==> config.mk <==
export PLATFORM = sky130hd
export DESIGN_NAME = wire_monitor
export DESIGN_NICKNAME = d
export VERILOG_FILES = /design/src/rtl/wire_monitor.sv
export SDC_FILE = /design/constraint.sdc
export NUM_CORES = 1
export LEC_CHECK = 0
export CORE_UTILIZATION = 45
export CTS_CLUSTER_DIAMETER = 60
export DETAILED_ROUTE_END_ITERATION = 8
export GPL_ROUTABILITY_DRIVEN = 0
export PLACE_DENSITY = 0.74
export SKIP_CTS_REPAIR_TIMING = 1
export SYNTH_ARGS = -nofsm -noshare
export SYNTH_HDL_FRONTEND = slang
export SYNTH_SLANG_ARGS = --single-unit
==> constraint.sdc <==
create_clock -name clk -period 3.88 [get_ports clk]
set_input_delay 0.97 -clock clk [delete_from_list [all_inputs] [get_ports clk]]
set_output_delay 0.97 -clock clk [all_outputs]
set_load 0.1 [all_outputs]
==> src/rtl/wire_monitor.sv <==
// wire_monitor
//   Load-side observer for a single asynchronously driven net. The line is
//   brought into the clk domain by a two-flop synchronizer, optionally
//   debounced, and presented as a settled level, one-cycle rise/fall pulses
//   and a saturating count of level changes.
//
// Build option:
//   WIRE_MONITOR_DEBOUNCE_EN  defined   -> debounce filter (dcnt) compiled in;
//                                          level accepts s2 only after
//                                          STABLE_CYCLES consecutive cycles
//                                          of disagreement with level.
//                             undefined -> level follows s2 every cycle;
//                                          STABLE_CYCLES is only range-checked.
//
// Parameters:
//   INIT_LEVEL     reset value of the synchronizer flops and level
//   STABLE_CYCLES  persistence required by the debounce filter (>= 1)
//   CNT_W          width of toggle_cnt
//
// Ports:
//   clk         clock, all state on the rising edge
//   rst         synchronous active-high reset
//   din         monitored net, asynchronous to clk
//   cnt_clr     synchronous clear of toggle_cnt (wins over an increment)
//   level       settled, registered view of din
//   rise        one-cycle pulse coincident with level going 0->1
//   fall        one-cycle pulse coincident with level going 1->0
//   toggle_cnt  level changes since reset/clear, saturating at all-ones

module wire_monitor #(
    parameter logic INIT_LEVEL    = 1'b0,
    parameter int   STABLE_CYCLES = 4,
    parameter int   CNT_W         = 8
) (
    input  logic             clk,
    input  logic             rst,
    input  logic             din,
    input  logic             cnt_clr,
    output logic             level,
    output logic             rise,
    output logic             fall,
    output logic [CNT_W-1:0] toggle_cnt
);

    localparam logic [CNT_W-1:0] CNT_MAX = {CNT_W{1'b1}};

    // Elaboration-time guard on the debounce length.
    if (STABLE_CYCLES < 1) begin : g_param_check
        $error("wire_monitor: STABLE_CYCLES must be >= 1");
    end

    logic s1;
    logic s2;
    logic level_nxt;

`ifdef WIRE_MONITOR_DEBOUNCE_EN
    localparam int DCNT_W = $clog2(STABLE_CYCLES) + 1;
    localparam logic [DCNT_W-1:0] DCNT_LAST = DCNT_W'(STABLE_CYCLES - 1);

    logic [DCNT_W-1:0] dcnt;
    logic [DCNT_W-1:0] dcnt_nxt;

    // Any cycle where s2 agrees with level restarts the count, so a reversal
    // during the qualification window discards the progress made so far.
    always_comb begin
        level_nxt = level;
        dcnt_nxt  = dcnt;
        if (s2 == level) begin
            dcnt_nxt = '0;
        end else if (dcnt == DCNT_LAST) begin
            level_nxt = s2;
            dcnt_nxt  = '0;
        end else begin
            dcnt_nxt = dcnt + 1'b1;
        end
    end

    always_ff @(posedge clk) begin
        if (rst) begin
            dcnt <= '0;
        end else begin
            dcnt <= dcnt_nxt;
        end
    end
`else
    always_comb begin
        level_nxt = s2;
    end
`endif

    // Edge pulses and the counter are derived from the same level_nxt that
    // loads level, so they land in the same cycle as the new level value.
    always_ff @(posedge clk) begin
        if (rst) begin
            s1         <= INIT_LEVEL;
            s2         <= INIT_LEVEL;
            level      <= INIT_LEVEL;
            rise       <= 1'b0;
            fall       <= 1'b0;
            toggle_cnt <= '0;
        end else begin
            s1    <= din;
            s2    <= s1;
            level <= level_nxt;
            rise  <= level_nxt & ~level;
            fall  <= ~level_nxt & level;
            if (cnt_clr) begin
                toggle_cnt <= '0;
            end else if ((level_nxt != level) && (toggle_cnt != CNT_MAX)) begin
                toggle_cnt <= toggle_cnt + 1'b1;
            end
        end
    end

endmodule
==> results of run 1 <==
-- power by group through the flow --
stage	sequential, uW	clock [uW]	combinational (uW)
floorplan	148	0	7.22
global placement	140	0	23.2
detailed placement	140	0	23.5
CTS	137	84.8	23.5
global route	137	91.3	25.0
finish	137	81.3	23.5
-- flip-flops by register name (all words and copies together), names as in the netlist --
register,count
toggle_cnt,8
fall,1
level,1
level_nxt,1
rise,1
s1,1
-- cells in the final DEF (no fill, tap or decap), drive strengths merged --
| cell type | count |
|---|---|
| and3 | 1 |
| and4 | 1 |
| nand3b | 1 |
| mux2i | 5 |
| nand2 | 10 |
| nand4b | 1 |
| dfxtp | 13 |
| or3 | 3 |
| o311a | 1 |
| o21ai | 2 |
| nand4 | 1 |
| o21bai | 1 |
| a211oi | 2 |
| nor2b | 5 |
| ha | 3 |
| inv | 4 |
| nor2 | 3 |
| a21oi | 3 |
| clkdlybuf4s50 | 14 |
| nand3 | 1 |
| clkbuf | 4 |
| nor4 | 1 |
| and3b | 1 |
-- worst min path at each step --
stage               startpoint        end  slack (ns)  depth (start not counted)
finish                      s1  level_nxt        0.44                          1
global route                s1  level_nxt        0.46                          1
CTS                         s1  level_nxt        0.44                          1
detailed placement          s1  level_nxt        0.43                          1
global placement            s1  level_nxt        0.42                          1
floorplan                   s1  level_nxt        0.41                          1
-- layout make-up --
cell class / count / area share, %
Tap cell: 14 / 2.23
Timing Repair Buffer: 14 / 17.8
Sequential cell: 13 / 33.1
Inverter: 4 / 1.91
Multi-Input combinational cell: 46 / 41.6
Clock buffer: 4 / 3.34
-- synthesized netlist by cell type (all sizes together) --
master,count
dfxtp,13
nand2,10
mux2i,5
nor2b,5
inv,4
a21oi,3
ha,3
nor2,3
or3,3
a211oi,2
o21ai,2
and3,1
and3b,1
and4,1
nand3,1
nand3b,1
nand4,1
nand4b,1
nor4,1
o21bai,1
o311a,1
-- layer usage --
metal | GRT usage, % | wire, um | vias up
li1 | - | - | 255
met1 | 20.9 | 502 | 213
met2 | 28.7 | 475 | 13
met3 | 10.4 | 64 | 4
met4 | 10.3 | 18 | 0
met5 | 0 | 0 | -
-- logic make-up (layout without fill, tap and decap cells) --
family,count (synthesis),after routing,synth area share (%)
simple gates,29,29,27.9
mux,5,5,8.32
compound gates,9,9,11.9
flops,13,13,43.2
fa+ha+maj,3,3,6.24
buf+inv,4,22,2.49
-- stage by stage --
step | power [uW] | hold WS, ns
6_report | 241 | 0.442
5_1_grt | 253 | 0.459
4_1_cts | 245 | 0.445
3_3_place_gp | 163 | 0.419
2_1_floorplan | 155 | 0.414
3_5_place_dp | 163 | 0.428
==> results.py, run 1 <==
metrics = {
    "setup_path": {
        "r2r_end": "toggle_cnt[5]",
        "path_class": "reg -> out",
        "crit_path_end_kind": "output pin",
        "worstPathMaxFanout": 7,
        "cp.required_ns": 2.91,
        "arrival_ns": 1.90,
        "worst_path_largest_cell_delay_ns": 1.18,
        "critPathLaunchType": "flop",
        "r2r_slack_ns": 2.34,
        "worstRegToRegCells": 5,
        "crit_chain": "clkdlybuf4s50_1",
        "critical_path_depth": 1,
        "cp_num_buf_inv": 1,
        "r2r_start": "level",
        "crit_start": "toggle_cnt[7]",
        "slowest_stage": "clkdlybuf4s50_1",
        "path_delay_family": "buffers and inverters",
        "crit_path_end": "toggle_cnt[7]",
    },
    "die": {
        "die_area_sq_um": 1490,
        "core_sq_um": 1170,
        "die_y_um": 38.6,
        "initial_core_util_pct": 51.4,
        "pin_count": 15,
        "fp-row-count": 12,
        "fp.dieW_um": 38.6,
    },
    "power": {
        "power.internal_uw": 184,
        "switching_power_uw": 57.5,
        "clock_power_share_pct": 33.7,
        "p_leak_uw": 0.000288,
        "p_comb_share_pct": 9.7,
        "seqPwrFrac_pct": 56.6,
        "netSwitchingFraction_pct": 23.8,
        "power_density_nw_per_um2": 307,
        "max-vdd-ir-drop_uv": 183,
    },
    "detailed_routing": {
        "drt-vias-per-instance": 5.11,
        "dr.pass1.iters": 3,
        "route.detailed.drc": 0,
        "ant_nets": 0,
        "wl_mm": 1.06,
        "drtIter0Drc": 10,
        "vias": 485,
        "post_drt_wl_per_cell_um": 11.2,
    },
    "clock_tree": {
        "cts_buffer_depth": 2,
        "path_clk_slew_ns": 0.08,
        "clk_latency_ns": 0.27,
        "cts_tree": "done",
        "numCtsBuffers": 3,
        "cts.sinks": 13,
        "root_buffer": "clkbuf_4",
        "h-tree-depth": 1,
    },
    "run": {
        "drv_cap": 0,
    },
    "final_layout": {
        "fillCellCount": 114,
        "nNetsFinal": 89,
        "drive_above_1_share_pct": 11.1,
        "stdcell_area_sq_um": 786,
        "register_area_sq_um": 260,
        "post-route-util_pct": 67.1,
        "syn_to_final_growth_pct": 30.6,
        "instances_no_fill": 95,
        "multiInputGateArea_sq_um": 327,
        "diodes": 0,
    },
    "sta": {
        "hold_violations": 0,
        "rsz0062_at_grt": "no",
        "clock-skew-final_ns": 0.00456,
        "relSlewSlack_pct": 35.5,
        "fin_setup_tns_ns": 0,
        "fin_crit_ns": 2.87,
        "finalSetupViolCount": 0,
        "finalMaxSlewViolations": 0,
        "fmax_ghz": 0.348,
        "setup_ws_ns": 1.01,
        "tightest_slew_ns": 0.965,
        "period_share_pct": 74.0,
    },
    "synthesis": {
        "yosys_warnings": 0,
        "synth_area_leaders": "dfxtp_1 (43%), mux2i_1 (8.3%), ha_1 (6.2%)",
        "synth_area_per_cell_sq_um": 9.55,
        "syn_nets": 70,
        "syn_inst": 63,
        "synth-seq-area-share_pct": 43.2,
        "synth_top_area_share_pct": 43.2,
        "yosys_register_bits": 13,
        "synth_top_area_cell": "dfxtp_1",
        "syn_area_sq_um": 602,
        "synth_cell_types": 23,
    },
    "placement": {
        "placedCellCount": 91,
        "dp_worst_setup_slack_ns": 1.32,
        "dp_hpwl_um": 793,
        "dpl_cell_area_sq_um": 759,
        "io_buffers": 14,
    },
    "min_path": {
        "hold_class": "reg -> reg",
    },
    "grt": {
        "grt_max_degree": 11,
        "gr-usage-all-layers_pct": 19.0,
        "antenna_found_initial": 0,
        "grt_pass1_wl_mm": 1.80,
        "grt.overflow.total": 0,
        "grt_pass1_vias": 428,
    },
    "outcome": {
        "status": "finished, final reports clean",
    },
}
(Power assumes the default switching activity.)
==> run 2: changes to the inputs <==
==> constraint.sdc (replaced) <==
create_clock -name clk -period 3 [get_ports clk]
set_input_delay 0.75 -clock clk [delete_from_list [all_inputs] [get_ports clk]]
set_output_delay 0.75 -clock clk [all_outputs]
set_load 0.1 [all_outputs]
==> run 2 against run 1 <==
Compared with the run above: wire length is 0.66% higher; setup slack better by 0.17 ns; critical path depth stayed put; worst hold slack about the same; first-iteration DRC count down 40%; largest power group unchanged; critical endpoint is now toggle_cnt[4]; sequential power up 29%; clock skew shrank 0.0024 ns; core utilization decreased by 2.4 points.
==> results.py, run 2 (synthesized netlist as in run 1, its figures left out) <==
metrics = {
    "die": {
        "die_y_um": 38.6,
        "die_area_sq_um": 1490,
        "fp-row-count": 12,
        "core_sq_um": 1170,
        "fp.dieW_um": 38.6,
        "pin_count": 15,
        "initial_core_util_pct": 51.4,
    },
    "sta": {
        "relSlewSlack_pct": 74.1,
        "tightest_slew_ns": 0.388,
        "period_share_pct": 60.8,
        "fin_setup_tns_ns": 0,
        "setup_ws_ns": 1.18,
        "finalMaxSlewViolations": 0,
        "clock-skew-final_ns": 0.00216,
        "rsz0062_at_grt": "no",
        "finalSetupViolCount": 0,
        "fin_crit_ns": 1.82,
        "hold_violations": 0,
        "fmax_ghz": 0.549,
    },
    "final_layout": {
        "stdcell_area_sq_um": 758,
        "layout_commonest_cell": "dfxtp_1",
        "nNetsFinal": 89,
        "fillCellCount": 108,
        "top_register": "toggle_cnt",
        "largest_reg_flops": 8,
        "diodes": 0,
        "most-common-layout-cells": "dfxtp_1 (13), buf_4 (11), nand2_1 (10)",
        "syn_to_final_growth_pct": 26.0,
        "drive_above_1_share_pct": 24.7,
    },
    "min_path": {
        "min_from": "s1",
        "hold_class": "reg -> reg",
    },
    "detailed_routing": {
        "vias": 498,
        "drtIter0Drc": 6,
        "wl_mm": 1.07,
        "post_drt_wl_per_cell_um": 11.2,
        "route.detailed.drc": 0,
        "drt-vias-per-instance": 5.24,
        "dr.pass1.iters": 4,
        "ant_nets": 0,
    },
    "clock_tree": {
        "h-tree-depth": 1,
        "numCtsBuffers": 3,
        "path_clk_slew_ns": 0.08,
        "root_buffer": "clkbuf_4",
        "cts_tree": "done",
        "cts.sinks": 13,
        "clk_latency_ns": 0.28,
        "cts_buffer_depth": 2,
    },
    "setup_path": {
        "r2r_slack_ns": 1.47,
        "crit_path_end_kind": "output pin",
        "crit_chain": "buf_4",
        "cp.required_ns": 2.25,
        "worst_path_largest_cell_delay_ns": 0.45,
        "cp_num_buf_inv": 1,
        "crit_start": "toggle_cnt[4]",
        "r2r_start": "level",
        "critPathLaunchType": "flop",
        "arrival_ns": 1.07,
        "path_class": "reg -> out",
        "slowest_stage": "dfxtp_1",
        "worstPathMaxFanout": 7,
        "path_delay_family": "flip-flops",
    },
    "grt": {
        "antenna_found_initial": 0,
        "gr-usage-all-layers_pct": 17.7,
        "grt_pass1_wl_mm": 1.70,
        "grt_max_degree": 11,
        "grt_pass1_vias": 385,
        "grt.overflow.total": 0,
    },
    "power": {
        "p_leak_uw": 0.000310,
        "finalPower_uw": 316,
        "max-vdd-ir-drop_uv": 242,
        "power_density_nw_per_um2": 416,
    },
    "run": {
        "drv_cap": 0,
    },
    "placement": {
        "dp_worst_setup_slack_ns": 0.987,
        "io_buffers": 14,
        "dp_hpwl_um": 758,
        "dpl_cell_area_sq_um": 732,
    },
    "outcome": {
        "status": "finished, final reports clean",
    },
}
==> run 2: cell count changes in the layout (fill, tap and decap cells not counted) <==
cell | previous run | this run
buf_4 | 0 | 11
clkdlybuf4s50_1 | 14 | 3
==> run 2: per-stage QoR <==
step                std cells  hold WS [ns]  util, %
floorplan                  63         0.414        -
global placement           91         0.417     62.5
detailed placement         91         0.425     62.5
CTS                        95         0.444     64.7
global route               95         0.460     64.7
finish                     95         0.442     64.7
==> run 2: final timing paths <==
kind	to	depth (start not counted)
min	level_nxt	1
max reg2reg	toggle_cnt[5]	5
max	toggle_cnt[4]	1
min reg2reg	level_nxt	1
==> run 2: where the power goes <==
group / leakage [uW] / switching, uW / total [uW] / internal, uW
sequential: 0.000105 / 1.52 / 177 / 175
clock: 0.0000150 / 57.8 / 110 / 51.7
combinational: 0.000190 / 19.1 / 29.6 / 10.5
total: 0.000310 / 78.5 / 316 / 237
==> run 2: area by class of cell <==
cell class	instances	area [sq um]	area share, %
repair buffers	14	113	14.9
inverters	4	15.0	1.98
well taps	14	17.5	2.31
multi-input cells	46	327	43.1
flip-flops and latches	13	260	34.3
clock buffers	4	26.3	3.47
==> run 2: worst register-to-register path, stage by stage, from the launching register on <==
cell and delay [ns]:
dfxtp_1 0.35, inv_1 0.05, ha_1 0.34, nand4b_2 0.26
a211oi_2 0.26, mux2i_1 0.20
==> run 2: per-layer routing <==
metal  global-route usage [%]  part of all wire (%)  vias up
met4                     10.3                   2.2        0
met3                     8.67                   5.6        4
met5                        0                     0        -
met1                     23.4                    51      222
met2                     22.9                    42       14
li1                         -                     -      258
==> run 3: changes to the inputs <==
==> constraint.sdc (replaced) <==
create_clock -name clk -period 1.7 [get_ports clk]
set_input_delay 0.425 -clock clk [delete_from_list [all_inputs] [get_ports clk]]
set_output_delay 0.425 -clock clk [all_outputs]
set_load 0.1 [all_outputs]
==> run 3 against run 2 <==
Compared with the run above: sequential share of layout area shrank 4.5 points; core utilization is 13 points higher; die area unchanged; flip-flop and latch count unchanged; setup slack lost 1.1 ns; first-iteration DRC count is the same; non-clock buffer count rose by 1; combinational power rose by 100%; critical endpoint is now toggle_cnt[4]; largest power group unchanged.
==> results.py, run 3 (synthesized netlist as in run 1, its figures left out) <==
metrics = {
    "outcome": {
        "status": "finished, final reports clean",
    },
    "final_layout": {
        "drive_above_1_share_pct": 35.4,
        "post-route-util_pct": 78.2,
        "instances_no_fill": 96,
        "top_register": "toggle_cnt",
        "layout_commonest_cell": "buf_12",
        "nNetsFinal": 90,
        "most-common-layout-cells": "buf_12 (11), nand2_1 (10), dfxtp_2 (7)",
        "largest_reg_flops": 8,
        "diodes": 0,
        "syn_to_final_growth_pct": 52.2,
    },
    "clock_tree": {
        "root_buffer": "clkbuf_4",
        "cts_tree": "done",
        "cts.sinks": 13,
        "path_clk_slew_ns": 0.08,
        "numCtsBuffers": 3,
        "clk_latency_ns": 0.29,
        "h-tree-depth": 1,
        "cts_buffer_depth": 2,
    },
    "power": {
        "p_leak_uw": 0.000350,
        "p_comb_share_pct": 10.6,
        "clock_power_share_pct": 34.8,
        "seqPwrFrac_pct": 54.6,
        "power_density_nw_per_um2": 624,
        "finalPower_uw": 572,
        "switching_power_uw": 146,
        "power.internal_uw": 426,
        "netSwitchingFraction_pct": 25.5,
        "max-vdd-ir-drop_uv": 674,
    },
    "grt": {
        "antenna_found_initial": 0,
        "gr-usage-all-layers_pct": 19.4,
        "grt_pass1_vias": 408,
        "grt_pass1_wl_mm": 1.88,
        "grt.overflow.total": 0,
        "grt_max_degree": 11,
    },
    "setup_path": {
        "worst_path_largest_cell_delay_ns": 0.37,
        "worstPathMaxFanout": 4,
        "cp.required_ns": 1.91,
        "path_class": "reg -> reg",
        "crit_chain": "inv_1 > ha_1 > nand3b_1 > a211oi_2 > mux2i_1",
        "crit_path_end_kind": "flop",
        "slowest_stage": "dfxtp_4",
        "arrival_ns": 1.82,
        "critPathLaunchType": "flop",
    },
    "sta": {
        "relSlewSlack_pct": 79.5,
        "hold_violations": 0,
        "finalMaxSlewViolations": 0,
        "period_share_pct": 94.5,
        "fin_setup_tns_ns": 0,
        "rsz0062_at_grt": "no",
        "clock-skew-final_ns": 0.00507,
        "fin_crit_ns": 1.61,
        "fmax_ghz": 0.623,
        "tightest_slew_ns": 0.307,
        "finalSetupViolCount": 0,
    },
    "placement": {
        "dp_hpwl_um": 859,
        "placedCellCount": 92,
        "io_buffers": 14,
    },
    "die": {
        "pin_count": 15,
        "fp.dieW_um": 38.6,
        "fp-row-count": 12,
        "die_y_um": 38.6,
        "core_sq_um": 1170,
        "initial_core_util_pct": 51.4,
        "die_area_sq_um": 1490,
    },
    "detailed_routing": {
        "drt-vias-per-instance": 5.15,
        "post_drt_wl_per_cell_um": 12.3,
        "wl_mm": 1.18,
        "vias": 494,
        "drtIter0Drc": 6,
        "dr.pass1.iters": 2,
        "route.detailed.drc": 0,
        "ant_nets": 0,
    },
    "min_path": {
        "hold_class": "reg -> reg",
    },
    "run": {
        "drv_cap": 0,
    },
}
[run 3: cell types whose count changed in the layout (fill, tap and decap cells not counted), sizes merged]
cell  before  now
buf       11   12
[run 3: path summary, 6_finish.rpt]
path | slack, ns | endpoint | startpoint | depth (start not counted)
worst min register to register | 0.45 | level_nxt | s1 | 1
worst max register to register | 0.09 | toggle_cnt[4] | level | 5
worst min-delay path | 0.45 | level_nxt | s1 | 1
worst max-delay path | 0.09 | toggle_cnt[4] | level | 5
[run 3: area by class of cell]
| type | count | area, sq um |
|---|---|---|
| Fill cell | 78 | 255 |
| Sequential cell | 13 | 273 |
| Timing Repair Buffer | 15 | 258 |
| Clock buffer | 4 | 26.3 |
| Inverter | 4 | 15.0 |
| Multi-Input combinational cell | 46 | 327 |
| Tap cell | 14 | 17.5 |
[run 3: metrics by stage]
| stage | hold WS, ns | cell area [sq um] | setup WS, ns |
|---|---|---|---|
| final | 0.446 | 916 | 0.0940 |
| after floorplan | 0.414 | 614 | 0.00674 |
| after global routing | 0.461 | 916 | 0.0396 |
| after CTS | 0.447 | 916 | 0.0694 |
| after global placement | 0.419 | 890 | 0.150 |
| after detailed placement | 0.428 | 890 | 0.0906 |
[run 3: power groups by stage]
stage | clock network, uW | registers [uW] | logic, uW
finish | 199 | 312 | 60.6
global route | 223 | 313 | 63.9
CTS | 204 | 312 | 60.6
detailed placement | 0 | 320 | 60.5
global placement | 0 | 319 | 59.7
floorplan | 0 | 336 | 16.4
[run 3: layer usage]
layer | up-vias | global-route usage [%] | wire (um)
met4 | 0 | 10.3 | 23
met5 | - | 0 | 0
met2 | 12 | 28.3 | 493
met1 | 213 | 23.5 | 604
met3 | 5 | 8.67 | 64
li1 | 264 | - | -
[run 3: worst max-delay path, delay by kind of cell (launching register included)]
kind,cells,cell delay (ns)
flops,1,0.37
fa+ha+maj,1,0.34
compound gates,1,0.28
simple gates,1,0.27
mux,1,0.22
buf+inv,1,0.04
